`src/rtl/seg_scan_ctrl.sv`:
```
// seg_scan_ctrl: serial double-dabble binary-to-BCD converter
// feeding a time-multiplexed 7-segment digit scanner.
module seg_scan_ctrl #(
    parameter int DIGITS   = 4,
    parameter int VAL_W    = 14,
    parameter int SCAN_DIV = 50000
) (
    input  logic              clk,
    input  logic              rst,
    input  logic              load,
    input  logic [VAL_W-1:0]  value,
    output logic              busy,
    output logic              overflow,
    output logic [5:0]        digit_num,
    output logic [DIGITS-1:0] anode
);

    localparam int BCD_W  = 4 * DIGITS;
    localparam int STEP_W = $clog2(VAL_W + 1);
    localparam int DIV_W  = $clog2(SCAN_DIV);
    localparam int IDX_W  = $clog2(DIGITS);

    localparam logic [STEP_W-1:0] STEPS    = STEP_W'(VAL_W);
    localparam logic [DIV_W-1:0]  DIV_MAX  = DIV_W'(SCAN_DIV - 1);
    localparam logic [VAL_W-1:0]  MAX_DISP = VAL_W'(9999);

    typedef enum logic [1:0] {
        IDLE,
        CONVERT,
        COMMIT
    } state_t;

    state_t              state;
    state_t              state_nxt;
    logic [VAL_W-1:0]    shreg;
    logic [BCD_W-1:0]    scratch;
    logic [BCD_W-1:0]    adj;
    logic [STEP_W-1:0]   step;
    logic                ovf_flag;
    logic [3:0]          digit [DIGITS];
    logic [DIV_W-1:0]    div;
    logic [IDX_W-1:0]    idx;

    always_ff @(posedge clk) begin
        if (rst) begin
            state <= IDLE;
        end else begin
            state <= state_nxt;
        end
    end

    always_comb begin
        state_nxt = state;
        busy      = 1'b1;
        case (state)
            IDLE: begin
                busy = 1'b0;
                if (load) begin
                    state_nxt = CONVERT;
                end
            end
            CONVERT: begin
                if (step == STEP_W'(1)) begin
                    state_nxt = COMMIT;
                end
            end
            COMMIT: begin
                state_nxt = IDLE;
            end
            default: begin
                state_nxt = IDLE;
            end
        endcase
    end

    // Add-3 correction on each nibble, applied before the shift.
    always_comb begin
        adj = scratch;
        for (int i = 0; i < DIGITS; i++) begin
            if (scratch[4*i +: 4] >= 4'd5) begin
                adj[4*i +: 4] = scratch[4*i +: 4] + 4'd3;
            end
        end
    end

    always_ff @(posedge clk) begin
        if (rst) begin
            shreg    <= '0;
            scratch  <= '0;
            step     <= '0;
            ovf_flag <= 1'b0;
            overflow <= 1'b0;
            for (int i = 0; i < DIGITS; i++) begin
                digit[i] <= 4'd0;
            end
        end else begin
            case (state)
                IDLE: begin
                    if (load) begin
                        shreg    <= value;
                        scratch  <= '0;
                        ovf_flag <= (value > MAX_DISP);
                        step     <= STEPS;
                    end
                end
                CONVERT: begin
                    {scratch, shreg} <= {adj, shreg} << 1;
                    step             <= step - STEP_W'(1);
                end
                COMMIT: begin
                    overflow <= ovf_flag;
                    for (int i = 0; i < DIGITS; i++) begin
                        digit[i] <= ovf_flag ? 4'd10 : scratch[4*i +: 4];
                    end
                end
                default: begin
                end
            endcase
        end
    end

    always_ff @(posedge clk) begin
        if (rst) begin
            div <= '0;
            idx <= '0;
        end else if (div == DIV_MAX) begin
            div <= '0;
            idx <= idx + IDX_W'(1);
        end else begin
            div <= div + DIV_W'(1);
        end
    end

    // Outputs derive from registers updated on the same edge,
    // so a commit and a scan advance appear together.
    assign digit_num = {2'b00, digit[idx]};
    assign anode     = ~(DIGITS'(1) << idx);

endmodule

```
`config.mk`:
```
export PLATFORM = sky130hd
export DESIGN_NAME = seg_scan_ctrl
export DESIGN_NICKNAME = d
export VERILOG_FILES = /design/src/rtl/seg_scan_ctrl.sv
export SDC_FILE = /design/constraint.sdc
export NUM_CORES = 1
export LEC_CHECK = 0
export ABC_AREA = 1
export CAP_MARGIN = 20
export CORE_MARGIN = 2
export CORE_UTILIZATION = 25
export CTS_CLUSTER_DIAMETER = 120
export CTS_CLUSTER_SIZE = 30
export DETAILED_ROUTE_END_ITERATION = 16
export PLACE_DENSITY_LB_ADDON = 0.12
export SYNTH_ARGS = -nofsm -noshare
export SYNTH_HDL_FRONTEND = slang
export SYNTH_SLANG_ARGS = --single-unit
```
`constraint.sdc`:
```
create_clock -name clk -period 3 [get_ports clk]
set_input_delay 0.45 -clock clk [delete_from_list [all_inputs] [get_ports clk]]
set_output_delay 0.45 -clock clk [all_outputs]
set_load 0.1 [all_outputs]
```
==> results <==
- The flow ran to the end, and the final reports show no timing, DRC or antenna violations.
- The routed design could run at a clock period as short as 2.00 ns.
- The max-slew violation count is 0.
- The overall overflow remaining after global route is 0.
- Summed over all layers, the routed wires come to 8180 um.
- After routing the design area is 4380 um^2.
- The switching part of the total power is 23.7%.
- The critical register-to-register path startpoint is div[0]$_SDFF_PP0_.
- The clock-pin transition on the worst setup and hold timing paths is ~0.060 ns.
- During synthesis, Yosys emitted a total of 0 warnings.
- The x dimension of the die is 125 um.
- After detailed routing, the average wire length per cell comes to 11.6 um.
- The total of hold buffers inserted after clock tree synthesis is 0.
- Entering global routing, the biggest net connects 38 pins.
- The final route contains approximately 3.1k vias.
- At the end of routability-driven placement, the weighted congestion stood at 0.736.
- The type of element launching the critical path is a register.
- The later pin in the worst-skew pair is clocked with a latency of 0.33 ns.
- The H-tree generated during clock tree synthesis spans 3 levels.
- Setup violations remaining at the end of the flow were counted as 0.
- Sorting the synthesized cells by how often they occur yields sky130_fd_sc_hd__nand2_1 (118), sky130_fd_sc_hd__nor2_1 (61), sky130_fd_sc_hd__dfxtp_1 (58).
- For this run, the leading register cell type out of synthesis is sky130_fd_sc_hd__dfxtp_1.
- The number of buffers and inverters on the critical path is 2.
- Counting every instance in the synthesized netlist gives 489.
- The total core area is 14400 um^2.
- The category of the worst setup path capture point is a primary output.
- The share of cells above drive strength 1 is 7.69%.
- The worst-case IR drop observed on VDD is just over 0.2 mV.
- The number of hold violations in the final report is 0.
- Static timing analysis puts the maximum clock frequency at 500 MHz.
- On the final layout, the worst hold slack is 0.463 ns.
- Counting flops with a built-in enable in the synthesized netlist gives 16.
- The synthesized area per cell is 7.44 um^2.
- CTS placed an instance of sky130_fd_sc_hd__clkbuf_16 at the clock tree root.
- The worst setup path is of the register to primary output kind.
- Clock skew on the completed layout was measured at 0.00738 ns.
- The area growth from synthesis to final layout is 20.3%.
- The via count of the first global-routing pass is 3023.
- The highest net fanout along the worst path is 9.
- The post-layout net count is 547.
- The pin slew with the least headroom to its limit is 0.657 ns.
- Traced cell by cell, the critical path runs through inv_1, nor2_1, o22ai_1, buf_4.
- For this design the ratio of total power to cell area is slightly below 600 nW/um^2.
- The first global-routing pass estimated 14400 um of wire.
- In this run, CTS created clock tree buffers numbering 9.
- The global router's overall resource usage is 11.2%.
- The floorplan step set the die height to 125 um.
- Broken down by cell family, the worst path's largest delay share belongs to buffers and inverters.
- The DRC violation count after routing is 0.
- In the post-route analysis, the smallest setup slack over all paths is 1.00 ns.
- The tightest min-delay check is of the register to register type.
- At the worst endpoint, the arrival time is ~1.6 ns.
- Port buffering added 26 buffers.
- The starting density of the core is 25.3%.
- The most frequent cell after synthesis is sky130_fd_sc_hd__nand2_1.
- Per report_power, the sequential group accounts for a little over two fifths of the total.
- The fraction of power consumed by the clock network is 47.9%.
- The share of flip-flops with an asynchronous set or reset is 0%.
- During I/O placement, the number of pins put on the boundary was 29.
- The count of nets left with antenna violations once routing finished came out at 0.
- After synthesis, the netlist uses 31 different library cells.
- In this run the cell area of the synthesized design comes to between 3000 and 4000 um^2.
- The cell taking the most area after synthesis is sky130_fd_sc_hd__dfxtp_1.
- The initial detailed-routing violation count is around 140.
- The filler cell count in the final layout is 1543.
- The part of the cycle the worst path needs is 66.6%.
- The iteration count of the initial detailed-routing pass is 4.
- For this design, the slowest cell found on the critical path is sky130_fd_sc_hd__dfxtp_1.
- The required time reported for the critical path endpoint is around 2.6 ns.
- Yosys attributes the largest share of cell area to sky130_fd_sc_hd__dfxtp_1 (32%), sky130_fd_sc_hd__edfxtp_1 (13%), sky130_fd_sc_hd__nand2_1 (12%), sky130_fd_sc_hd__nor2_1 (6.3%), sky130_fd_sc_hd__a21oi_1 (5.9%).
- After synthesis, the largest area contributor takes up 31.9% of total cell area.
- The clock sink total is 74.
- The average vias per placed instance is 4.40.
- Detailed placement ended at an HPWL of about 5800 um.
- The internal power of the cells totals 1930 uW.
- The maximum buffer depth of the clock tree is 2.
- The post-placement worst setup slack is 0.939 ns.
- The die covers 15500 um^2.
- The analysis attributes to cell leakage a power of 0.00166 uW.
- Setup repair after global routing left no endpoint under its margin.
- Once the clock tree was built, the resizer swapped 0 gates to a different size.
- Summed over all failing endpoints, the final setup total negative slack is 0 ns.
- Summing all placed instances gives a cell area of approximately 4000 um^2.
- For this run, the slowest stage of the critical path takes 0.38 ns.
- The start point of the worst min-delay path is shreg[0]$_SDFFE_PP0P_.
- In this run the post-CTS setup repair buffer count came out at 0.
- The initialized floorplan defines 44 standard-cell rows.
- The total net switching power is 602 uW.
- The initial antenna violation count is 0.
- The sequential-to-total area share from yosys stat is 45.1%.
- The repair_antennas step left the layout with diodes totalling 0.
- TritonCTS built the clock tree.
- Across the run, the number of max-cap violations was 0.
- Per report_power, the combinational group accounts for 9.5% of the total.
- The worst relative slew slack is 56.1%.
- After synthesis the netlist holds a flip-flop and latch count of 74.
[metal layers]
layer / up-vias / wire length, um / GRT usage (%)
met3: 9 / 331 / 2.41
met2: 54 / 3420 / 16.7
met4: 0 / 123 / 3.97
met5: - / 0 / 0
li1: 1644 / - / -
met1: 1393 / 4300 / 15.9
[power by group through the flow]
| stage | logic, uW | registers (uW) | clock network (uW) |
|---|---|---|---|
| 3_3_place_gp | 244 | 1100 | 0 |
| 2_1_floorplan | 184 | 1100 | 0 |
| 4_1_cts | 246 | 1080 | 1250 |
| 6_report | 241 | 1080 | 1210 |
| 5_1_grt | 270 | 1090 | 1310 |
| 3_5_place_dp | 246 | 1100 | 0 |
[kinds of logic after synthesis]
family,count (synthesis),synth area share [%]
other cells,1,0.103
fa+ha+maj,15,5.16
xor+xnor,5,1.20
flops,74,45.1
compound gates,77,11.4
simple gates,240,28.2
buf+inv,77,8.83
[metrics by stage]
| stage | util, % | power [uW] | instances |
|---|---|---|---|
| after floorplan | - | 1280 | 490 |
| after global placement | 28.2 | 1340 | 688 |
| after detailed placement | 28.2 | 1350 | 688 |
| after CTS | 30.5 | 2580 | 704 |
| after global routing | 30.5 | 2660 | 704 |
| final | 30.5 | 2530 | 704 |
[tightest hold or removal path, cell delays in order, from the launching register on]
cell	delay, ns
sky130_fd_sc_hd__dfxtp_1	0.30
sky130_fd_sc_hd__nand2_1	0.06
sky130_fd_sc_hd__a21oi_1	0.05
[final timing paths]
kind	slack, ns	depth (start not counted)	end
setup / recovery	1.00	4	digit_num[1]
hold / removal	0.46	2	shreg[0]$_SDFFE_PP0P_
setup reg to reg	1.48	6	div[7]$_SDFF_PP0_
hold reg to reg	0.46	2	shreg[0]$_SDFFE_PP0P_
[state kept, by name, indices dropped and copies added (netlist names), named ones only]
name,count
scratch,16
step,4
shreg,14
state,2
idx,2
overflow,1
ovf_flag,1
digit,16
div,16
[layout make-up]
type	count	area (um^2)	area share, %
tap	184	230	5.26
multi-input combinational	339	1680	38.4
clock buffer	9	225	5.14
inverter	62	233	5.32
clock inverter	7	108	2.46
timing repair buffer	29	258	5.89
sequential	74	1640	37.5
[layout by cell type, fill, tap and decap left out, types with 4 or more instances in the layout]
master / instances
sky130_fd_sc_hd__nand4_1: 11
sky130_fd_sc_hd__edfxtp_1: 16
sky130_fd_sc_hd__clkdlybuf4s50_1: 16
sky130_fd_sc_hd__a21oi_1: 43
sky130_fd_sc_hd__buf_4: 13
sky130_fd_sc_hd__ha_1: 15
sky130_fd_sc_hd__a22oi_1: 4
sky130_fd_sc_hd__o21ai_0: 17
sky130_fd_sc_hd__nand2_1: 118
sky130_fd_sc_hd__nand3_1: 34
sky130_fd_sc_hd__dfxtp_1: 58
sky130_fd_sc_hd__o22ai_1: 4
sky130_fd_sc_hd__clkbuf_16: 9
sky130_fd_sc_hd__clkinv_1: 4
sky130_fd_sc_hd__a31oi_1: 6
sky130_fd_sc_hd__nor2_1: 60
sky130_fd_sc_hd__inv_1: 57
sky130_fd_sc_hd__nor3_1: 4
Note: power is estimated with default switching activity, not from simulation.
==> variant 1 (same settings) <==
Put a register stage on the outputs `digit_num` and `anode`, without a reset. The values now appear one clock later. The other outputs are not delayed to match.
--- a/src/rtl/seg_scan_ctrl.sv
+++ b/src/rtl/seg_scan_ctrl.sv
@@ -133,8 +133,10 @@
 
     // Outputs derive from registers updated on the same edge,
     // so a commit and a scan advance appear together.
-    assign digit_num = {2'b00, digit[idx]};
-    assign anode     = ~(DIGITS'(1) << idx);
+    always_ff @(posedge clk) begin
+        digit_num <= {2'b00, digit[idx]};
+        anode     <= ~(DIGITS'(1) << idx);
+    end
 
 endmodule
 
Function: same outputs for any inputs over 10 cycles, from zero or initial values and one cycle with rst high; that may be too few to reach the edited logic, so the function may still have changed.
==> variant 1 against the unedited design <==
Routed wire length rose by 5.2%; worst setup slack improved by 280 ps; combinational power fell by 11%; highest routed layer unchanged; total power fell by 2.0%; clock power fell by 7%; synthesized area rose by 6.9%; sequential cell count rose by 6; design area rose by 4.5%.
==> variant 1: results (changes against the unedited design) <==
Setup Skew = 8.463 ps (was 7.384 ps)
DP Wirelength = 5960 um (was 5762 um)
worst-skew pair later-pin latency = 340 ps
outcome = complete, no violations (unchanged)
Initial DRC Count = 149 (was 136)
GR Layer Usage met2 = 17.24% (was 16.68%)
slowest stage delay, CP = 580 ps (was 380 ps)
largest net degree at the start of global routing = 34 (was 38)
layout cells sized above 1 = 11.28% (was 7.692%)
GPL Wtd Cong = 0.7641 (was 0.7361)
Leakage Power = 1.773 nW (was 1.661 nW)
post-synthesis sequential area ratio = 45.29% (was 45.10%)
CP top delay family = flip-flops (was buffers and inverters)
Hold Path Origin = div[0] (was shreg[0])
top post-synthesis cells by area = dfxtp_1 33%, edfxtp_1 12%, nand2_1 11%, nor2_1 6.6%, inv_1 5.1% (was dfxtp_1 32%, edfxtp_1 13%, nand2_1 12%, nor2_1 6.3%, a21oi_1 5.9%)
VDD IR-drop max = 0.2346 mV (was 0.2075 mV)
Net Sw Frac = 24.92% (was 23.75%)
number of fillers in the final layout = 1,684 (was 1,543)
number of global-route vias before repair = 3,072 (was 3,023)
final wirelength = 8600 um (was 8175 um)
Crit Path Max Fanout = 12 (was 9)
M3 GR Usage = 3.867% (was 2.405%)
fin nets = 559 (was 547)
Tightest Pin Transition = 673.4 ps (was 656.8 ps)
CTS buffer count = 9 (unchanged)
number of antenna diodes = 0 (unchanged)
flop-to-flop setup slack = 1280 ps (was 1480 ps)
hold crit path type = flop to flop (unchanged)
total track usage = 11.37% (was 11.18%)
commonest cells in the synthesized netlist = 114 x nand2_1, 68 x nor2_1, 64 x dfxtp_1 (was 118 x nand2_1, 61 x nor2_1, 58 x dfxtp_1)
critical path endpoint = idx[1] (was digit_num[1])
top flop regs = digit: 16 flops, div: 16 flops, scratch: 16 flops (unchanged)
Via density = 4.363 (was 4.403)
first-pass GRT wire length = 14,800 um (was 14,370 um)
GRT met1 Usage = 15.28% (was 15.89%)
CP arrival = 1960 ps (was 1550 ps)
-- variant 1: metal layers --
layer	share of wire (%)	up-vias
met5	0	-
met4	1.2	0
met3	4.3	5
met2	42	51
met1	52	1419
li1	-	1666
-- variant 1: how the worst min path moves through the flow --
| stage | endpoint | slack (ps) | cells after the start |
|---|---|---|---|
| floorplan | div[0] | 430 | 1 |
| global placement | div[0] | 450 | 1 |
| detailed placement | scratch[15] | 450 | 2 |
| CTS | scratch[15] | 460 | 2 |
| global route | scratch[9] | 490 | 2 |
| finish | div[0] | 460 | 1 |
-- variant 1: per-stage QoR --
| step | hold WS (ps) | instance area (um2) | util [%] | std cells | worst slack (ps) |
|---|---|---|---|---|---|
| after floorplan | 429.8 | 3894 | - | 503 | 1317 |
| after global placement | 445.4 | 4269 | 28.08 | 704 | 894.9 |
| after detailed placement | 452.2 | 4269 | 28.08 | 704 | 911.8 |
| after CTS | 462.6 | 4577 | 30.11 | 720 | 1206 |
| after global routing | 489.3 | 4577 | 30.11 | 720 | 1104 |
| final | 462.2 | 4577 | 30.11 | 720 | 1279 |
-- variant 1: area by class of cell --
cell class                 count  area, um2  share of cell area, %
clock buffer                  10      239.0                  5.221
clock inverter                 6      68.82                  1.504
inverter                      59      221.5                  4.839
multi-input combinational    348       1793                  39.17
sequential                    80       1762                  38.49
tap                          188      235.2                  5.139
timing repair buffer          29      257.7                  5.631
-- variant 1: kinds of logic (layout without fill, tap and decap cells) --
| logic type | after synthesis | in the layout | share of synthesized area, % |
|---|---|---|---|
| adders and majority gates | 15 | 15 | 4.825 |
| DFF | 80 | 80 | 45.29 |
| xor gates and xnor gates | 5 | 5 | 1.126 |
| other | 1 | 2 | 0.09640 |
| and+or+nand+nor | 253 | 253 | 29.33 |
| buffers and inverters | 75 | 104 | 8.716 |
| AOI/OAI and AO/OA | 73 | 73 | 10.61 |
-- variant 1: power by group through the flow --
stage | sequential [W] | clock [W] | combinational [W]
after floorplan | 0.00118 | 0 | 0.000159
after global placement | 0.00117 | 0 | 0.000217
after detailed placement | 0.00117 | 0 | 0.000219
after CTS | 0.00115 | 0.00117 | 0.000220
after global routing | 0.00115 | 0.00121 | 0.000242
final | 0.00115 | 0.00112 | 0.000215
-- variant 1: worst reg2reg max path, delay by kind of cell (launching register included) --
family	cells	cell delay, ps
adders and majority gates	1	400
buffers and inverters	2	460
DFF	1	580
and+or+nand+nor	3	190
==> variant 2 (same settings) <==
Without the edit above. `DIGITS`: 4 -> 2.
--- a/src/rtl/seg_scan_ctrl.sv
+++ b/src/rtl/seg_scan_ctrl.sv
@@ -1,7 +1,7 @@
 // seg_scan_ctrl: serial double-dabble binary-to-BCD converter
 // feeding a time-multiplexed 7-segment digit scanner.
 module seg_scan_ctrl #(
-    parameter int DIGITS   = 4,
+    parameter int DIGITS   = 2,
     parameter int VAL_W    = 14,
     parameter int SCAN_DIV = 50000
 ) (
Interface: changed (resized anode); port bits go from 29 to 27. The function was not compared with the original's and may differ.
==> variant 2 against the unedited design <==
Routed wire length is 28% lower; design area is 27% lower; via count is 24% lower; worst setup slack better by 240 ps; synthesized area is 23% lower; sequential cell count is 18 lower; critical path depth is 2 lower; sequential share of layout area is 0.18 points higher; maximum frequency is 14% higher; die area is 22% lower; total power is 44% lower; largest power group is now sequential cells.
==> variant 2: results (changes against the unedited design) <==
post-synthesis sequential area ratio = 42.76% (was 45.10%)
number of antenna diodes = 0 (unchanged)
Net Sw Frac = 27.96% (was 23.75%)
flop-to-flop setup slack = 1310 ps (was 1480 ps)
DP Wirelength = 4185 um (was 5762 um)
top flop regs = div: 16 flops, shreg: 14 flops (was digit: 16 flops, div: 16 flops, scratch: 16 flops)
first-pass GRT wire length = 10,170 um (was 14,370 um)
layout cells sized above 1 = 7.282% (was 7.692%)
GPL Wtd Cong = 0.6918 (was 0.7361)
Reg clk slew, reported paths = 100 ps (was 60 ps)
CTS buffer count = 5 (was 9)
Hold Path Origin = shreg[2] (was shreg[0])
worst-skew pair later-pin latency = 300 ps (was 330 ps)
largest net degree at the start of global routing = 29 (was 38)
WHS Path Cells = 2 (unchanged)
final hold slack = 468.3 ps (was 463.2 ps)
worst flop-to-flop path endpoint = shreg[6] (was div[7])
CTS resizes = 0 (unchanged)
commonest cells in the synthesized netlist = 125 x nand2_1, 48 x dfxtp_1, 43 x nor2_1 (was 118 x nand2_1, 61 x nor2_1, 58 x dfxtp_1)
Leakage Power = 1.255 nW (was 1.661 nW)
FF-to-FF Start = state[0] (was div[0])
clk root buf = clkbuf_8 (was clkbuf_16)
number of fillers in the final layout = 1,209 (was 1,543)
top post-synthesis cells by area = dfxtp_1 34%, nand2_1 17%, edfxtp_1 8.6%, a21oi_1 6.9%, nor2_1 5.7% (was dfxtp_1 32%, edfxtp_1 13%, nand2_1 12%, nor2_1 6.3%, a21oi_1 5.9%)
number of H-tree levels = 2 (was 3)
router iterations before antenna repair = 6 (was 4)
number of flops mapped to enable cells by yosys = 8 (was 16)
Initial DRC Count = 114 (was 136)
synth unique cells = 31 (unchanged)
worst min-delay path endpoint = shreg[2] (was shreg[0])
max FFs per register = 16
crit path max-delay cell type = dfxtp_1 (unchanged)
Worst slew margin = 52.37% (was 56.11%)
worst setup slack after placement = 1110 ps (was 939.2 ps)
fin nets = 435 (was 547)
Primary FF master, synth = dfxtp_1 (unchanged)
number of global-route vias before repair = 2,227 (was 3,023)
Yosys Warn Count = 0 (unchanged)
Setup Skew = 4.643 ps (was 7.384 ps)
hold crit path type = flop to flop (unchanged)
outcome = complete, no violations (unchanged)
CP top delay family = flip-flops (was buffers and inverters)
placed inst area = 3108 um2 (was 4045 um2)
Port Buffers = 24 (was 26)
wire per inst = 10.68 um (was 11.61 um)
slowest stage delay, CP = 420 ps (was 380 ps)
total track usage = 10.74% (was 11.18%)
Crit Path Max Fanout = 4 (was 9)
via count = 2,354 (was 3,100)
VDD IR-drop max = 0.1545 mV (was 0.2075 mV)
[variant 2: cell count changes after synthesis, moves of 7 or more]
cell / change
inv_1: -16
ha_1: -8
nor2_1: -18
nand3_1: -10
dfxtp_1: -10
nand2_1: +7
edfxtp_1: -8
o21ai_0: -9
[variant 2: area by class of cell]
cell class / instances / area, um2 / share of cell area [%]
clock buffer: 7 / 76.32 / 2.394
clock inverter: 1 / 3.754 / 0.1177
inverter: 44 / 165.2 / 5.181
multi-input combinational: 279 / 1339 / 41.99
sequential: 56 / 1201 / 37.68
tap: 140 / 175.2 / 5.495
timing repair buffer: 25 / 227.7 / 7.143
[variant 2: per-stage QoR]
stage                     util [%]  std cells
after detailed placement     28.55        544
after floorplan                  -        392
final                        29.28        552
after global routing         29.28        552
after CTS                    29.28        552
after global placement       28.55        544
[variant 2: power by group through the flow]
stage | Sequential [W] | Clock (W) | Combinational [W]
after CTS | 0.000810 | 0.000426 | 0.000215
final | 0.000809 | 0.000400 | 0.000211
after detailed placement | 0.000827 | 0 | 0.000214
after floorplan | 0.000823 | 0 | 0.000174
after global placement | 0.000826 | 0 | 0.000215
after global routing | 0.000814 | 0.000463 | 0.000242
[variant 2: kinds of logic after synthesis]
group           after synthesis  synth area share [%]
buf+inv                      57                 9.710
simple gates                212                 32.25
other cells                   1                0.1335
xor+xnor                      5                 1.559
mux                           4                 1.603
flops                        56                 42.76
compound gates               49                 8.865
fa+ha+maj                     7                 3.118
[variant 2: how the worst max path moves through the flow]
stage	start	end	slack, ps	depth (start not counted)
6_report	flop	digit_num[0]	1240	2
5_1_grt	state[0]	shreg[6]	1080	6
4_1_cts	flop	digit_num[0]	1210	2
3_5_place_dp	load	shreg[8]	1110	7
3_3_place_gp	load	shreg[10]	1140	7
2_1_floorplan	state[1]	shreg[4]	1500	8
[variant 2: worst min-delay path: cells and delay by family, from the launching register on]
| kind | cells | cell delay, ps |
|---|---|---|
| AND/OR/NAND/NOR | 1 | 60 |
| flip-flops | 1 | 320 |
| AO/OA/AOI/OAI | 1 | 50 |
[variant 2: layer usage]
layer / vias up / wire [um] / track usage, %
li1: 1276 / - / -
met1: 1030 / 3113 / 14.11
met2: 41 / 2446 / 16.96
met3: 7 / 257 / 2.704
met4: 0 / 80 / 3.978
met5: - / 0 / 0
